### config.mk
export PLATFORM = sky130hd
export DESIGN_NAME = buff_eject_sb_flat
export DESIGN_NICKNAME = d
export VERILOG_FILES = /design/src/rtl/buff_eject_sb_if.sv /design/src/rtl/buff_eject_sb.sv /design/src/flat_wrapper.sv
export SDC_FILE = /design/constraint.sdc
export NUM_CORES = 1
export LEC_CHECK = 0
export CORE_MARGIN = 1
export CORE_UTILIZATION = 50
export CTS_BUF_LIST = sky130_fd_sc_hd__clkbuf_4 sky130_fd_sc_hd__clkbuf_8
export CTS_CLUSTER_SIZE = 20
export DETAILED_ROUTE_END_ITERATION = 12
export GPL_ROUTABILITY_DRIVEN = 1
export GPL_TIMING_DRIVEN = 0
export PLACE_DENSITY_LB_ADDON = 0.3
export SLEW_MARGIN = 5
export SYNTH_ARGS = -nofsm -noshare
export SYNTH_HDL_FRONTEND = slang
export SYNTH_SLANG_ARGS = --single-unit
### constraint.sdc
create_clock -name clk -period 4.8 [get_ports clk]
set_clock_uncertainty 0.1 [all_clocks]
set_input_delay 1.44 -clock clk [delete_from_list [all_inputs] [get_ports clk]]
set_output_delay 1.44 -clock clk [all_outputs]
set_load 0.01 [all_outputs]
### src/rtl/buff_eject_sb_if.sv
// Flit bundle for buff_eject_sb: four directional input ports, four registered output ports and side-buffer access.
// The master drives incoming flits and sb_rd. The slave (the ejector) drives the outputs and the buffer status.
interface buff_eject_sb_if #(
  parameter int FLIT_W   = 11,
  parameter int SB_DEPTH = 4
);
  localparam int CNT_W = $clog2(SB_DEPTH) + 1;

  logic [FLIT_W-1:0] northad, southad, eastad, westad;
  logic              nv_in, sv_in, ev_in, wv_in;
  logic [FLIT_W-1:0] nad, sad, ead, wad;
  logic              nv, sv, ev, wv;
  logic              sb_rd;
  logic [FLIT_W-1:0] sbuff;
  logic              sb_empty, sb_full;
  logic [CNT_W-1:0]  sb_count;

  modport master (
    output northad, southad, eastad, westad,
    output nv_in, sv_in, ev_in, wv_in,
    output sb_rd,
    input  nad, sad, ead, wad,
    input  nv, sv, ev, wv,
    input  sbuff, sb_empty, sb_full, sb_count
  );

  modport slave (
    input  northad, southad, eastad, westad,
    input  nv_in, sv_in, ev_in, wv_in,
    input  sb_rd,
    output nad, sad, ead, wad,
    output nv, sv, ev, wv,
    output sbuff, sb_empty, sb_full, sb_count
  );
endinterface

### src/rtl/buff_eject_sb.sv
// Ejects at most one eligible flit per cycle into a side-buffer FIFO and registers the other ports with a cleared direction field.
// Define BUFF_EJECT_LFSR_EN to take the scan start index from an 8-bit LFSR instead of the round-robin pointer.
module buff_eject_sb #(
  parameter int FLIT_W   = 11,
  parameter int DIR_LSB  = 6,
  parameter int SB_DEPTH = 4
) (
  input logic            clk,
  input logic            rst_n,
  buff_eject_sb_if.slave bus
);
  localparam int PTR_W = $clog2(SB_DEPTH);
  localparam int CNT_W = PTR_W + 1;
  localparam logic [CNT_W-1:0] CNT_FULL = CNT_W'(SB_DEPTH);

  typedef enum logic [1:0] {
    PORT_N = 2'd0,
    PORT_S = 2'd1,
    PORT_E = 2'd2,
    PORT_W = 2'd3
  } port_e;

  // A flit is not ejected from the port whose direction code this is.
  function automatic logic [2:0] excl_code(input logic [1:0] p);
    case (p)
      PORT_N:  excl_code = 3'b010;
      PORT_S:  excl_code = 3'b011;
      PORT_E:  excl_code = 3'b000;
      default: excl_code = 3'b001;
    endcase
  endfunction

  function automatic logic [FLIT_W-1:0] clr_dir(input logic [FLIT_W-1:0] f);
    logic [FLIT_W-1:0] r;
    r = f;
    r[DIR_LSB +: 3] = 3'b000;
    return r;
  endfunction

  logic [FLIT_W-1:0] in_flit [4];
  logic [3:0]        in_v;
  logic [3:0]        elig;
  logic [1:0]        sel_start;
  logic [1:0]        sel;
  logic [1:0]        scan_idx;
  logic              found;
  logic              push_ok;
  logic              eject;
  logic              pop;

  logic [FLIT_W-1:0] out_ad [4];
  logic [3:0]        out_v;

  logic [FLIT_W-1:0] mem [SB_DEPTH];
  logic [PTR_W-1:0]  wr_ptr;
  logic [PTR_W-1:0]  rd_ptr;
  logic [CNT_W-1:0]  count;
  logic              empty;
  logic              full;

  always_comb begin
    in_flit[0] = bus.northad;
    in_flit[1] = bus.southad;
    in_flit[2] = bus.eastad;
    in_flit[3] = bus.westad;
    in_v       = {bus.wv_in, bus.ev_in, bus.sv_in, bus.nv_in};
  end

  always_comb begin
    elig = '0;
    for (int unsigned p = 0; p < 4; p++) begin
      elig[p] = in_v[p] && (in_flit[p][DIR_LSB +: 3] != excl_code(2'(p)));
    end
  end

  // The first eligible port at or after sel_start wins, wrapping N,S,E,W.
  always_comb begin
    sel      = sel_start;
    found    = 1'b0;
    scan_idx = '0;
    for (int unsigned k = 0; k < 4; k++) begin
      scan_idx = sel_start + 2'(k);
      if (!found && elig[scan_idx]) begin
        sel   = scan_idx;
        found = 1'b1;
      end
    end
  end

  assign empty   = (count == '0);
  assign full    = (count == CNT_FULL);
  // When the buffer is full, a same-cycle pop frees the slot that the push needs.
  assign push_ok = !full || bus.sb_rd;
  assign eject   = found && push_ok;
  assign pop     = bus.sb_rd && !empty;

`ifdef BUFF_EJECT_LFSR_EN
  logic [7:0] lfsr;

  always_ff @(posedge clk or negedge rst_n) begin
    if (!rst_n) begin
      lfsr <= 8'h01;
    end else begin
      lfsr <= {lfsr[6:0], lfsr[7] ^ lfsr[5] ^ lfsr[4] ^ lfsr[3]};
    end
  end

  assign sel_start = lfsr[1:0];
`else
  logic [1:0] rr_ptr;

  always_ff @(posedge clk or negedge rst_n) begin
    if (!rst_n) begin
      rr_ptr <= '0;
    end else if (eject) begin
      rr_ptr <= sel + 2'd1;
    end
  end

  assign sel_start = rr_ptr;
`endif

  always_ff @(posedge clk or negedge rst_n) begin
    if (!rst_n) begin
      for (int unsigned p = 0; p < 4; p++) begin
        out_ad[p] <= '0;
      end
      out_v <= '0;
    end else begin
      for (int unsigned p = 0; p < 4; p++) begin
        if (eject && (sel == 2'(p))) begin
          out_ad[p] <= '0;
          out_v[p]  <= 1'b0;
        end else begin
          out_ad[p] <= in_v[p] ? clr_dir(in_flit[p]) : '0;
          out_v[p]  <= in_v[p];
        end
      end
    end
  end

  // The pointers wrap naturally because SB_DEPTH is a power of two.
  always_ff @(posedge clk or negedge rst_n) begin
    if (!rst_n) begin
      wr_ptr <= '0;
      rd_ptr <= '0;
      count  <= '0;
    end else begin
      if (eject) wr_ptr <= wr_ptr + PTR_W'(1);
      if (pop)   rd_ptr <= rd_ptr + PTR_W'(1);
      case ({eject, pop})
        2'b10:   count <= count + CNT_W'(1);
        2'b01:   count <= count - CNT_W'(1);
        default: ;
      endcase
    end
  end

  // The storage has no reset. Buffered flits are discarded by resetting the pointers.
  always_ff @(posedge clk) begin
    if (eject) mem[wr_ptr] <= clr_dir(in_flit[sel]);
  end

  assign bus.nad      = out_ad[0];
  assign bus.sad      = out_ad[1];
  assign bus.ead      = out_ad[2];
  assign bus.wad      = out_ad[3];
  assign bus.nv       = out_v[0];
  assign bus.sv       = out_v[1];
  assign bus.ev       = out_v[2];
  assign bus.wv       = out_v[3];
  assign bus.sbuff    = empty ? '0 : mem[rd_ptr];
  assign bus.sb_empty = empty;
  assign bus.sb_full  = full;
  assign bus.sb_count = count;

  a_count_bound: assert property (@(posedge clk) disable iff (!rst_n) count <= CNT_FULL);
  a_no_overflow: assert property (@(posedge clk) disable iff (!rst_n) (full && !bus.sb_rd) |-> !eject);
  a_sel_elig:    assert property (@(posedge clk) disable iff (!rst_n) eject |-> elig[sel]);
endmodule

### src/flat_wrapper.sv
// flat-port wrapper written by rule: the top's interface ports become plain ports
module buff_eject_sb_flat 
#(
  parameter int FLIT_W   = 11,
  parameter int DIR_LSB  = 6,
  parameter int SB_DEPTH = 4
)
  (clk, rst_n, bus_northad, bus_southad, bus_eastad, bus_westad, bus_nv_in, bus_sv_in, bus_ev_in, bus_wv_in, bus_sb_rd, bus_nad, bus_sad, bus_ead, bus_wad, bus_nv, bus_sv, bus_ev, bus_wv, bus_sbuff, bus_sb_empty, bus_sb_full, bus_sb_count);
  buff_eject_sb_if #(.FLIT_W(FLIT_W), .SB_DEPTH(SB_DEPTH)) bus_i ();
  input logic clk;
  input logic rst_n;
  input wire logic [$bits(bus_i.northad)-1:0] bus_northad;
  input wire logic [$bits(bus_i.southad)-1:0] bus_southad;
  input wire logic [$bits(bus_i.eastad)-1:0] bus_eastad;
  input wire logic [$bits(bus_i.westad)-1:0] bus_westad;
  input wire logic [$bits(bus_i.nv_in)-1:0] bus_nv_in;
  input wire logic [$bits(bus_i.sv_in)-1:0] bus_sv_in;
  input wire logic [$bits(bus_i.ev_in)-1:0] bus_ev_in;
  input wire logic [$bits(bus_i.wv_in)-1:0] bus_wv_in;
  input wire logic [$bits(bus_i.sb_rd)-1:0] bus_sb_rd;
  output wire logic [$bits(bus_i.nad)-1:0] bus_nad;
  output wire logic [$bits(bus_i.sad)-1:0] bus_sad;
  output wire logic [$bits(bus_i.ead)-1:0] bus_ead;
  output wire logic [$bits(bus_i.wad)-1:0] bus_wad;
  output wire logic [$bits(bus_i.nv)-1:0] bus_nv;
  output wire logic [$bits(bus_i.sv)-1:0] bus_sv;
  output wire logic [$bits(bus_i.ev)-1:0] bus_ev;
  output wire logic [$bits(bus_i.wv)-1:0] bus_wv;
  output wire logic [$bits(bus_i.sbuff)-1:0] bus_sbuff;
  output wire logic [$bits(bus_i.sb_empty)-1:0] bus_sb_empty;
  output wire logic [$bits(bus_i.sb_full)-1:0] bus_sb_full;
  output wire logic [$bits(bus_i.sb_count)-1:0] bus_sb_count;
  assign bus_i.northad = bus_northad;
  assign bus_i.southad = bus_southad;
  assign bus_i.eastad = bus_eastad;
  assign bus_i.westad = bus_westad;
  assign bus_i.nv_in = bus_nv_in;
  assign bus_i.sv_in = bus_sv_in;
  assign bus_i.ev_in = bus_ev_in;
  assign bus_i.wv_in = bus_wv_in;
  assign bus_i.sb_rd = bus_sb_rd;
  assign bus_nad = bus_i.nad;
  assign bus_sad = bus_i.sad;
  assign bus_ead = bus_i.ead;
  assign bus_wad = bus_i.wad;
  assign bus_nv = bus_i.nv;
  assign bus_sv = bus_i.sv;
  assign bus_ev = bus_i.ev;
  assign bus_wv = bus_i.wv;
  assign bus_sbuff = bus_i.sbuff;
  assign bus_sb_empty = bus_i.sb_empty;
  assign bus_sb_full = bus_i.sb_full;
  assign bus_sb_count = bus_i.sb_count;
  buff_eject_sb #(.FLIT_W(FLIT_W), .DIR_LSB(DIR_LSB), .SB_DEPTH(SB_DEPTH)) u_core (.clk(clk), .rst_n(rst_n), .bus(bus_i));
endmodule
## Word level (Yosys, flattened, before mapping)

Memories as Yosys holds them, arrays and structs flattened.
Cells that the tools add are included.

- Register bits after elaboration: 57
- Bits in latches: 0
- Memory bits (writable): 32
- Bits in read-only memories: 0
- Word-level logic and storage cells: 90
- Memories: 1

- $add $sub $neg: 8
- $mul: 0
- Divide/modulo/power cells: 0
- Order comparisons: 5
- Equal/unequal tests: 9
- Shifts and indexed selects: 0
- Multiplexer cells: 34
- Bitwise operators: 1
- Reduce and logical (&&, ||, !) cells: 23

Memories:

| memory | depth | bits a word | rd ports | clocked after memory_dff | write ports | line | source |
|---|---|---|---|---|---|---|---|
| u_core.mem | 4 | 8 | 1 | 0 | 1 | buff_eject_sb.sv:54 | `logic [FLIT_W-1:0] mem [SB_DEPTH];` |

Operators by type and width:

| operator | number |
|---|---|
| 2-to-1 mux 11 bit | 11 |
| binary-select mux 11 bit (select 2 bit) | 1 |
| 2-to-1 mux 1 bit | 14 |
| logical AND 1 bit | 13 |
| less-than comparator 2 x 3 -> 1 bit (second input constant) | 4 |
| adder 2 x 1 -> 2 bit (second input constant) | 4 |
| binary-select mux 1 bit (select 2 bit) | 4 |
| equality test 2 bit (second input constant) | 3 |
| 2-to-1 mux 2 bit | 3 |
| inequality test 3 x 2 -> 1 bit (second input constant) | 2 |
| one-hot mux 3 bit (2 select lines) | 1 |
| zero test 1 bit | 5 |
| adder 2 bit (second input constant) | 2 |
| equality test 2 x 1 -> 1 bit (second input constant) | 2 |
| adder 3 x 1 -> 3 bit (second input constant) | 1 |
| equality test 3 bit (second input constant) | 1 |
| greater-or-equal comparator 3 bit (second input constant) | 1 |
| zero test 3 bit | 1 |
| inequality test 3 x 1 -> 1 bit (second input constant) | 1 |
| inverter 2 -> 3 bit | 1 |
| nonzero test 3 bit | 1 |
| subtractor 3 x 1 -> 3 bit (second input constant) | 1 |
| zero test 2 bit | 1 |
| nonzero test 2 bit | 1 |
| logical OR 1 bit | 1 |

## Logic depth before layout (Yosys ltp)

Gate-level depths: netlist of the first run.

- Depth in word-level cells: 18
- Mapped depth: 12
- Mapped depth without buffers: 11

## Worst setup path before layout of the first run

OpenSTA, ideal clock, no wires.

- Kind: input to register
- From: in bus_northad[7]
- To: reg u_core.count[2], in the netlist u_core.bus.sb_count[2]
- Arrival time: 3.367 ns
- Required time: 4.621 ns
- Setup slack: 1.254 ns
- Stages on the path: 12
- Cells stage by stage: inv_1 > o31ai_1 > nand2_1 > a2bb2oi_1 > clkbuf_1 > inv_1 > ha_1 > inv_1 > fa_1 > xor2_1 > nor2_1 > xor2_1

- Longest elaborated chain between the ends: 17
- Elaborated cells on any way between the ends: 25
- Classes of those cells: eq/ne (3); mux (13); reduce/logical (9)

Ends and longest elaborated chain:

| element | line | source |
|---|---|---|
| start, declared | flat_wrapper.sv:12 | `input wire logic [$bits(bus_i.northad)-1:0] bus_northad;` |
| inequality test 3 x 2 -> 1 bit * | buff_eject_sb.sv:72 | `elig[p] = in_v[p] && (in_flit[p][DIR_LSB +: 3] != excl_code(2'(p)));` |
| logical AND 1 bit * | buff_eject_sb.sv:72 |  |
| binary-select mux 1 bit (select 2 bit) | buff_eject_sb.sv:83 | `if (!found && elig[scan_idx]) begin` |
| 2-to-1 mux 1 bit (implied by the code) | buff_eject_sb.sv:83 |  |
| 2-to-1 mux 1 bit | buff_eject_sb.sv:83 |  |
| zero test 1 bit | buff_eject_sb.sv:83 |  |
| logical AND 1 bit | buff_eject_sb.sv:83 |  |
| 2-to-1 mux 1 bit | buff_eject_sb.sv:83 |  |
| zero test 1 bit | buff_eject_sb.sv:83 |  |
| logical AND 1 bit | buff_eject_sb.sv:83 |  |
| 2-to-1 mux 1 bit | buff_eject_sb.sv:83 |  |
| zero test 1 bit | buff_eject_sb.sv:83 |  |
| logical AND 1 bit | buff_eject_sb.sv:83 |  |
| 2-to-1 mux 1 bit * | buff_eject_sb.sv:83 |  |
| logical AND 1 bit * | buff_eject_sb.sv:94 | `assign eject = found && push_ok;` |
| equality test 2 x 1 -> 1 bit / equality test 2 bit (equally long branches) | buff_eject_sb.sv:151 | `case ({eject, pop})` |
| one-hot mux 3 bit (2 select lines) / nonzero test 2 bit (equally long branches) | - |  |
| end signal, assigned | buff_eject_sb.sv:152 | `2'b10: count <= count + CNT_W'(1);` |
| end signal, assigned | buff_eject_sb.sv:153 | `2'b01: count <= count - CNT_W'(1);` |
| end, declared | buff_eject_sb.sv:57 | `logic [CNT_W-1:0] count;` |

Mark *: on every way between the ends. The rest lies on a longest branch, timed or not. The select of a mux whose other input is x is not followed.
A chain may end at the register's enable or synchronous reset.

## Final worst setup path of the first run

- From: in bus_eastad[7]
- To: reg u_core.out_ad, in the netlist u_core.bus.ead[9]

- Longest elaborated chain between the ends: 17
- Elaborated cells on any way between the ends: 27
- Classes of those cells: eq/ne (1); mux (16); reduce/logical (10)

Ends and longest elaborated chain:

| element | line | source |
|---|---|---|
| start, declared | flat_wrapper.sv:14 | `input wire logic [$bits(bus_i.eastad)-1:0] bus_eastad;` |
| nonzero test 3 bit * | buff_eject_sb.sv:72 |  |
| logical AND 1 bit * | buff_eject_sb.sv:72 |  |
| binary-select mux 1 bit (select 2 bit) | buff_eject_sb.sv:83 |  |
| 2-to-1 mux 1 bit (implied by the code) | buff_eject_sb.sv:83 |  |
| 2-to-1 mux 1 bit | buff_eject_sb.sv:83 |  |
| zero test 1 bit | buff_eject_sb.sv:83 |  |
| logical AND 1 bit | buff_eject_sb.sv:83 |  |
| 2-to-1 mux 1 bit | buff_eject_sb.sv:83 |  |
| zero test 1 bit | buff_eject_sb.sv:83 |  |
| logical AND 1 bit | buff_eject_sb.sv:83 |  |
| 2-to-1 mux 1 bit | buff_eject_sb.sv:83 |  |
| zero test 1 bit | buff_eject_sb.sv:83 |  |
| logical AND 1 bit | buff_eject_sb.sv:83 |  |
| 2-to-1 mux 2 bit / 2-to-1 mux 1 bit (equally long branches) | buff_eject_sb.sv:83 |  |
| equality test 2 bit / logical AND 1 bit (equally long branches) | buff_eject_sb.sv:131, buff_eject_sb.sv:94 |  |
| logical AND 1 bit * | buff_eject_sb.sv:131 | `if (eject && (sel == 2'(p))) begin` |
| 2-to-1 mux 11 bit * | buff_eject_sb.sv:131 |  |
| end signal, assigned by index | buff_eject_sb.sv:135 | `out_ad[p] <= in_v[p] ? clr_dir(in_flit[p]) : '0;` |
| end, declared | buff_eject_sb.sv:51 | `logic [FLIT_W-1:0] out_ad [4];` |

Marks and branches as above.

==> results of run 1 <==
area by class of cell:
type	instances	area share, %
Sequential cell	77	43.9
Multi-Input combinational cell	145	24.5
Timing Repair Buffer	100	21.2
Buffer	21	3.53
Clock buffer	13	3.24
Tap cell	77	2.03
Clock inverter	3	0.816
Inverter	10	0.790
layer usage:
metal / up-vias / routed length (um) / track usage, %
met5: - / 0 / 0
met4: 0 / 114 / 8.32
met3: 9 / 593 / 7.87
met2: 79 / 3260 / 33.9
met1: 1044 / 2920 / 26.0
li1: 1044 / - / -
cells in the mapped netlist:
library cell / instances / share of area [%]
sky130_fd_sc_hd__a21boi_1: 4 / 0.88
sky130_fd_sc_hd__a21oi_1: 2 / 0.29
sky130_fd_sc_hd__a2bb2oi_1: 1 / 0.26
sky130_fd_sc_hd__and2_1: 37 / 6.8
sky130_fd_sc_hd__and2_4: 1 / 0.26
sky130_fd_sc_hd__and3_1: 1 / 0.18
sky130_fd_sc_hd__buf_12: 1 / 0.59
sky130_fd_sc_hd__buf_2: 1 / 0.15
sky130_fd_sc_hd__buf_4: 15 / 3.3
sky130_fd_sc_hd__buf_6: 2 / 0.66
sky130_fd_sc_hd__clkbuf_1: 2 / 0.22
sky130_fd_sc_hd__conb_1: 1 / 0.11
sky130_fd_sc_hd__dfrtp_1: 45 / 33
sky130_fd_sc_hd__edfxtp_1: 32 / 28
sky130_fd_sc_hd__fa_1: 1 / 0.59
sky130_fd_sc_hd__ha_1: 9 / 3.3
sky130_fd_sc_hd__inv_1: 10 / 1.1
sky130_fd_sc_hd__mux2_2: 2 / 0.66
sky130_fd_sc_hd__mux2i_1: 24 / 7.1
sky130_fd_sc_hd__mux4_2: 8 / 5.3
sky130_fd_sc_hd__nand2_1: 6 / 0.66
sky130_fd_sc_hd__nor2_1: 6 / 0.66
sky130_fd_sc_hd__nor2b_1: 8 / 1.5
sky130_fd_sc_hd__nor3_1: 1 / 0.15
sky130_fd_sc_hd__nor3b_1: 1 / 0.22
sky130_fd_sc_hd__o211a_1: 1 / 0.29
sky130_fd_sc_hd__o211ai_1: 2 / 0.44
sky130_fd_sc_hd__o21ai_0: 6 / 0.88
sky130_fd_sc_hd__o31ai_1: 2 / 0.44
sky130_fd_sc_hd__or3b_1: 1 / 0.26
sky130_fd_sc_hd__xnor2_1: 2 / 0.51
sky130_fd_sc_hd__xor2_1: 4 / 1.0
per-stage QoR:
stage	instances	setup WS, ns	power [mW]
after global routing	446	0.494	2.73
after floorplan	253	1.25	1.65
after detailed placement	430	0.418	2.13
final	446	0.735	2.58
after CTS	446	0.719	2.61
after global placement	429	0.495	2.08
registers in the layout, summed over array words and instances (netlist names), 3 cells and up:
signal               flops
u_core.bus.sb_count      3
u_core.out_v             4
u_core.mem              32
u_core.bus.ead           8
u_core.bus.wad           8
u_core.bus.sad           8
u_core.bus.nad           8
worst min path at each step:
stage,startpoint,slack [ns],to
2_1_floorplan,u_core.rr_ptr[0],0.43,u_core.rr_ptr[0]
3_3_place_gp,u_core.bus.sb_count[2],0.40,u_core.bus.sb_count[2]
3_5_place_dp,u_core.bus.sb_count[2],0.41,u_core.bus.sb_count[2]
4_1_cts,u_core.bus.sb_count[2],0.42,u_core.bus.sb_count[2]
5_1_grt,u_core.bus.sb_count[2],0.44,u_core.bus.sb_count[2]
6_report,u_core.bus.sb_count[2],0.42,u_core.bus.sb_count[2]
logic make-up after synthesis:
group | Yosys count
compound gates | 18
other cells | 1
fa+ha+maj | 10
flops | 77
buf+inv | 31
mux | 34
xor+xnor | 6
simple gates | 62
power by group through the flow:
stage / clock (mW) / combinational (mW) / sequential [mW]
4_1_cts: 0.487 / 1.10 / 1.02
3_3_place_gp: 0 / 1.06 / 1.02
6_report: 0.479 / 1.08 / 1.02
5_1_grt: 0.508 / 1.18 / 1.04
3_5_place_dp: 0 / 1.09 / 1.03
2_1_floorplan: 0 / 0.606 / 1.05
==> flow_summary.toml, run 1 <==
[run_status]
outcome = "finished, violations left"
violations = "design-rule violations"

[layout]
area_delta_synth_final_pct = 39.6
antenna_cells = 0
mostFrequentLayoutCell = "sky130_fd_sc_hd__clkdlybuf4s50_1"
ff_latch_area_um2 = 2090
leading_cell_types_in_the_layout_fill_and_taps_excluded = "sky130_fd_sc_hd__clkdlybuf4s50_1 (98), sky130_fd_sc_hd__dfrtp_1 (45), sky130_fd_sc_hd__and2_1 (37), sky130_fd_sc_hd__edfxtp_1 (32), sky130_fd_sc_hd__mux2i_1 (24)"
multi_input_area_um2 = 1170
share_of_post_route_cells_with_drive_strength_above_1_pct = 12.7
finish.instance_area_um2 = 4750
final.fill_count = 444
final_nets = 425
finalCoreUtilization_pct = 73.6

[worst_setup_path]
path_max_fanout = 11
worst_ep_arrival_time_ns = 4.24
crit_type = "in2reg"
setup.worst_path.end = "u_core.bus.ead[9]"
launch_point_of_the_worst_path = "bus_eastad[7]"
timing.reg2reg.setup_slack_ns = 2.18
worst_ep_required_time_ns = 4.98
worst_r2r_startpoint = "u_core.bus.sb_count[1]"
crit_chain = "clkdlybuf4s50_1 > o31ai_1 > nor2_1 > o21ai_0 > o211a_1 > buf_6 > buf_12 > inv_1 > ha_1 > a21boi_1 > and2_1"
setup.worst_path.start_class = "input port"
critical-path-slowest-cell = "sky130_fd_sc_hd__o31ai_1"
endpoint_kind = "flip-flop"
ff2ff_path_depth = 6
max_stage_delay_ns = 0.55
worstReg2RegEnd = "u_core.bus.sb_count[1]"
critPathTopFamily = "compound AO/OA/AOI/OAI gates"
timing.critical_path.buf_inv = 4
crit_cells = 11

[detailed_routing]
firstDrtPassIters = 8
viasPerCell = 4.88
count_of_vias_placed_by_the_detailed_router = 2176
detailedRoute.firstIterationViolations = 88
route.detailed.drc = 6
antenna_left = 0
wl_per_cell_um = 15.4
finalWirelength_mm = 6.89

[floorplanning]
io_pins = 115
core_area_um2 = 6460
initial_utilization_pct = 52.7
rows = 29
die_area_um2 = 7150
die_h_um = 84.5
die-width_um = 84.5

[clocking]
cts_resized = 0
clkTransAtPathRegs_ns = 0.07
cts_post_setup_buffers_inserted = 0
clkSinkCount = 77
clock-root-buffer = "sky130_fd_sc_hd__clkbuf_8"
htree_num_levels = 3
clock_path_buffers = 2
cts_tree = "yes"
clock_latency_ns = 0.34
cts_made_buffers = 9
cts_hold_buffers = 0

[pwr]
power.ir.vdd_worst_uv = 300
seqPwrFrac_pct = 39.5
power.share.combinational_pct = 41.9
clock_power_share_pct = 18.6
power.density_nw_per_um2 = 542
p_int_mw = 1.79
total_switching_power_mw = 0.790
power.leakage_nw = 2.07
power.share.switching_pct = 30.7

[synth]
post_synth_instance_area_um2 = 3410
synthesis.area_per_instance_um2 = 14.3
yosys-mux-area-fraction_pct = 13.0
yosysSeqAreaShare_pct = 61.3
synthAdderAreaFrac_pct = 3.89
yosys.area_share.xor_xnor_pct = 1.54
synth-compound-area-share_pct = 3.49
ffs_latches_synth = 77
yosys_warnings = 0
synthSimpleGateAreaFrac_pct = 10.7
synth_cells = 239
synthDistinctLibCells = 32
main_combinational_cell_family_by_area_after_synthesis = "multiplexers"

[sta]
timing_max_transition_violations_final = 0
timing.fmax_mhz = 246
timing.slew.headroom_pct = 29.4
grt_setup_unrepaired = "no"
setup_viol_count_final = 0
timing.final.crit_share_pct = 84.7
finalSetupTns_ns = 0
hold_viol_final = 0
final_period_minus_worst_setup_slack_ns = 4.07
worst_slew_pin_slew_ns = 1.05
worst_hold_slack_ns = 0.415

[place]
gp_congestion = 0.739
dpl_cell_area_um2 = 4560
placement.io_buffers = 99
place.detailed.hpwl_mm = 5.18

[global_routing]
grt_usage_pct = 21.1
antenna_found_initial = 0
grt-ovfl-total = 0
grt_start_max_net_pins = 39
global_route_wire_length_before_repair_mm = 11.3
grt_pass1_vias = 2354

[flow_run]
max_cap_violations = 0

[min_path]
holdCritPathClass = "reg2reg"
whs_path_cells = 1
No activity file was read; power rests on OpenSTA's default activity.
==> run 2: changes to the inputs <==
--- a/config.mk
+++ b/config.mk
@@ -6,7 +6,7 @@
 export NUM_CORES = 1
 export LEC_CHECK = 0
 export CORE_MARGIN = 1
-export CORE_UTILIZATION = 50
+export CORE_UTILIZATION = 47
 export CTS_BUF_LIST = sky130_fd_sc_hd__clkbuf_4 sky130_fd_sc_hd__clkbuf_8
 export CTS_CLUSTER_SIZE = 20
 export DETAILED_ROUTE_END_ITERATION = 12
==> constraint.sdc (replaced) <==
create_clock -name clk -period 3.8 [get_ports clk]
set_clock_uncertainty 0.1 [all_clocks]
set_input_delay 1.14 -clock clk [delete_from_list [all_inputs] [get_ports clk]]
set_output_delay 1.14 -clock clk [all_outputs]
set_load 0.01 [all_outputs]
==> run 2 against run 1 <==
- the run now ends clean
- clock power increased by 57%
- sequential power increased by 26%
- first-iteration DRC count decreased by 31%
- worst hold slack improved by 0.034 ns
- total power increased by 33%
- register-to-register slack got worse by 1.1 ns
- final cell count increased by 4.3%
- wire length increased by 1.1%
- critical path type unchanged
- largest power group unchanged
==> flow_summary.toml, run 2 (synthesis results as in run 1) <==
[detailed_routing]
viasPerCell = 4.62
firstDrtPassIters = 6
count_of_vias_placed_by_the_detailed_router = 2147
detailedRoute.firstIterationViolations = 61
finalWirelength_mm = 6.96
wl_per_cell_um = 15.0
route.detailed.drc = 0
antenna_left = 0

[pwr]
power.density_nw_per_um2 = 705
power.leakage_nw = 2.09
power.ir.vdd_worst_uv = 338
power.total_mw = 3.42

[global_routing]
grt_pass1_vias = 2069
grt-ovfl-total = 0
grt_start_max_net_pins = 33
antenna_found_initial = 0
global_route_wire_length_before_repair_mm = 10.5
grt_usage_pct = 19.8

[place]
gp_congestion = 0.819
pre_cts_worst_setup_slack_ns = -0.279
placement.io_buffers = 99
place.detailed.hpwl_mm = 5.09

[sta]
worst_slew_pin_slew_ns = 0.709
timing.slew.headroom_pct = 52.6
hold_viol_final = 0
timing_max_transition_violations_final = 0
timing.fmax_mhz = 282
setup_slack_ns = 0.249
setup_viol_count_final = 0
final_period_minus_worst_setup_slack_ns = 3.55
timing.final.crit_share_pct = 93.5

[clocking]
clock_path_buffers = 2
htree_num_levels = 3
clkTransAtPathRegs_ns = 0.08
cts_made_buffers = 9
clkSinkCount = 77
cts_post_setup_buffers_inserted = 0
cts_hold_buffers = 0
cts_resized = 0
cts_tree = "yes"
clock-root-buffer = "sky130_fd_sc_hd__clkbuf_8"
clock_latency_ns = 0.35

[layout]
antenna_cells = 0
registers.top_by_ff_count = "u_core.mem"
area_delta_synth_final_pct = 42.5
largest_reg_flops = 32
share_of_post_route_cells_with_drive_strength_above_1_pct = 14.4
finalCoreUtilization_pct = 70.3
final_nets = 425
mostFrequentLayoutCell = "sky130_fd_sc_hd__clkdlybuf4s50_1"
leading_cell_types_in_the_layout_fill_and_taps_excluded = "sky130_fd_sc_hd__clkdlybuf4s50_1 (98), sky130_fd_sc_hd__dfrtp_1 (45), sky130_fd_sc_hd__and2_1 (37), sky130_fd_sc_hd__edfxtp_1 (32), sky130_fd_sc_hd__mux2i_1 (24)"

[floorplanning]
core_area_um2 = 6910
rows = 30
die_h_um = 87.1
die-width_um = 87.1
initial_utilization_pct = 49.3
io_pins = 115
die_area_um2 = 7590

[run_status]
outcome = "finished clean"

[worst_setup_path]
worst_ep_required_time_ns = 3.99
setup.worst_path.start_class = "input port"
worst_ep_arrival_time_ns = 3.75
crit_type = "in2reg"
path_max_fanout = 11
endpoint_kind = "flip-flop"

[flow_run]
max_cap_violations = 0

[min_path]
holdCritPathClass = "reg2reg"
==> run 2: cell types whose count changed in the layout (fill, tap and decap cells not counted), sizes merged <==
cell,change
clkbuf,-4
inv,+1
clkinv,-1
clkinvlp,+2
bufinv,+2
==> run 2: power breakdown <==
group          switching (mW)  total [mW]  internal [mW]  leakage [nW]
logic                   0.644        1.38          0.734          1.10
clock network           0.313       0.752          0.439         0.116
registers              0.0933        1.29           1.20         0.872
total                    1.05        3.42           2.37          2.09
==> run 2: final cells by class <==
| cell class | count | area, um^2 |
|---|---|---|
| sequential | 77 | 2090 |
| buffer | 21 | 168 |
| clock buffer | 9 | 124 |
| clock inverter | 7 | 123 |
| timing repair buffer | 100 | 1010 |
| inverter | 10 | 37.5 |
| multi-input combinational | 145 | 1190 |
| tap | 96 | 120 |
| fill | 505 | 2050 |
==> run 2: path summary, 6_finish.rpt <==
check                                             from                     end  slack, ns  cells after the start
worst max-delay path                     bus_westad[6]       u_core.bus.sad[9]       0.25                     11
worst min-delay path            u_core.bus.sb_count[2]  u_core.bus.sb_count[2]       0.45                      1
worst max register to register  u_core.bus.sb_count[0]  u_core.bus.sb_count[1]       1.05                      9
worst min register to register  u_core.bus.sb_count[2]  u_core.bus.sb_count[2]       0.45                      1
max in group asynchronous                        rst_n       u_core.bus.ead[0]       2.54                      2
min in group asynchronous                        rst_n       u_core.bus.wad[0]       0.58                      1
==> run 2: routing by layer <==
metal	track usage (%)	part of all wire, %
met2	34.4	52
met4	10.7	2.8
met1	23.3	41
met3	3.60	4.3
met5	0	0
==> run 2: per-stage QoR <==
step | setup TNS [ns] | instance area, um^2 | std cells | hold slack (ns)
after global placement | -4.01 | 4570 | 448 | 0.401
final | 0 | 4850 | 465 | 0.449
after CTS | 0 | 4830 | 465 | 0.413
after floorplan | 0 | 3460 | 253 | 0.428
after detailed placement | -5.44 | 4580 | 449 | 0.404
after global routing | -0.00272 | 4850 | 465 | 0.481
==> run 2: critical path, cell delays in order <==
cell and delay (ns):
sky130_fd_sc_hd__clkdlybuf4s50_1 0.44, sky130_fd_sc_hd__or3b_1 0.36, sky130_fd_sc_hd__and2_4 0.19, sky130_fd_sc_hd__a21oi_1 0.11, sky130_fd_sc_hd__o21ai_0 0.09, sky130_fd_sc_hd__o211ai_1 0.14
sky130_fd_sc_hd__buf_6 0.22, sky130_fd_sc_hd__inv_1 0.08, sky130_fd_sc_hd__ha_1 0.21, sky130_fd_sc_hd__a21boi_1 0.55, sky130_fd_sc_hd__and2_1 0.23
==> run 3: changes to the inputs <==
--- a/config.mk
+++ b/config.mk
@@ -8,7 +8,8 @@
 export CORE_MARGIN = 1
 export CORE_UTILIZATION = 47
 export CTS_BUF_LIST = sky130_fd_sc_hd__clkbuf_4 sky130_fd_sc_hd__clkbuf_8
-export CTS_CLUSTER_SIZE = 20
+export CTS_CLUSTER_DIAMETER = 50
+export CTS_CLUSTER_SIZE = 16
 export DETAILED_ROUTE_END_ITERATION = 12
 export GPL_ROUTABILITY_DRIVEN = 1
 export GPL_TIMING_DRIVEN = 0
==> results of run 3 <==
The final DEF is identical to that of run 2; final timing and power are the same.
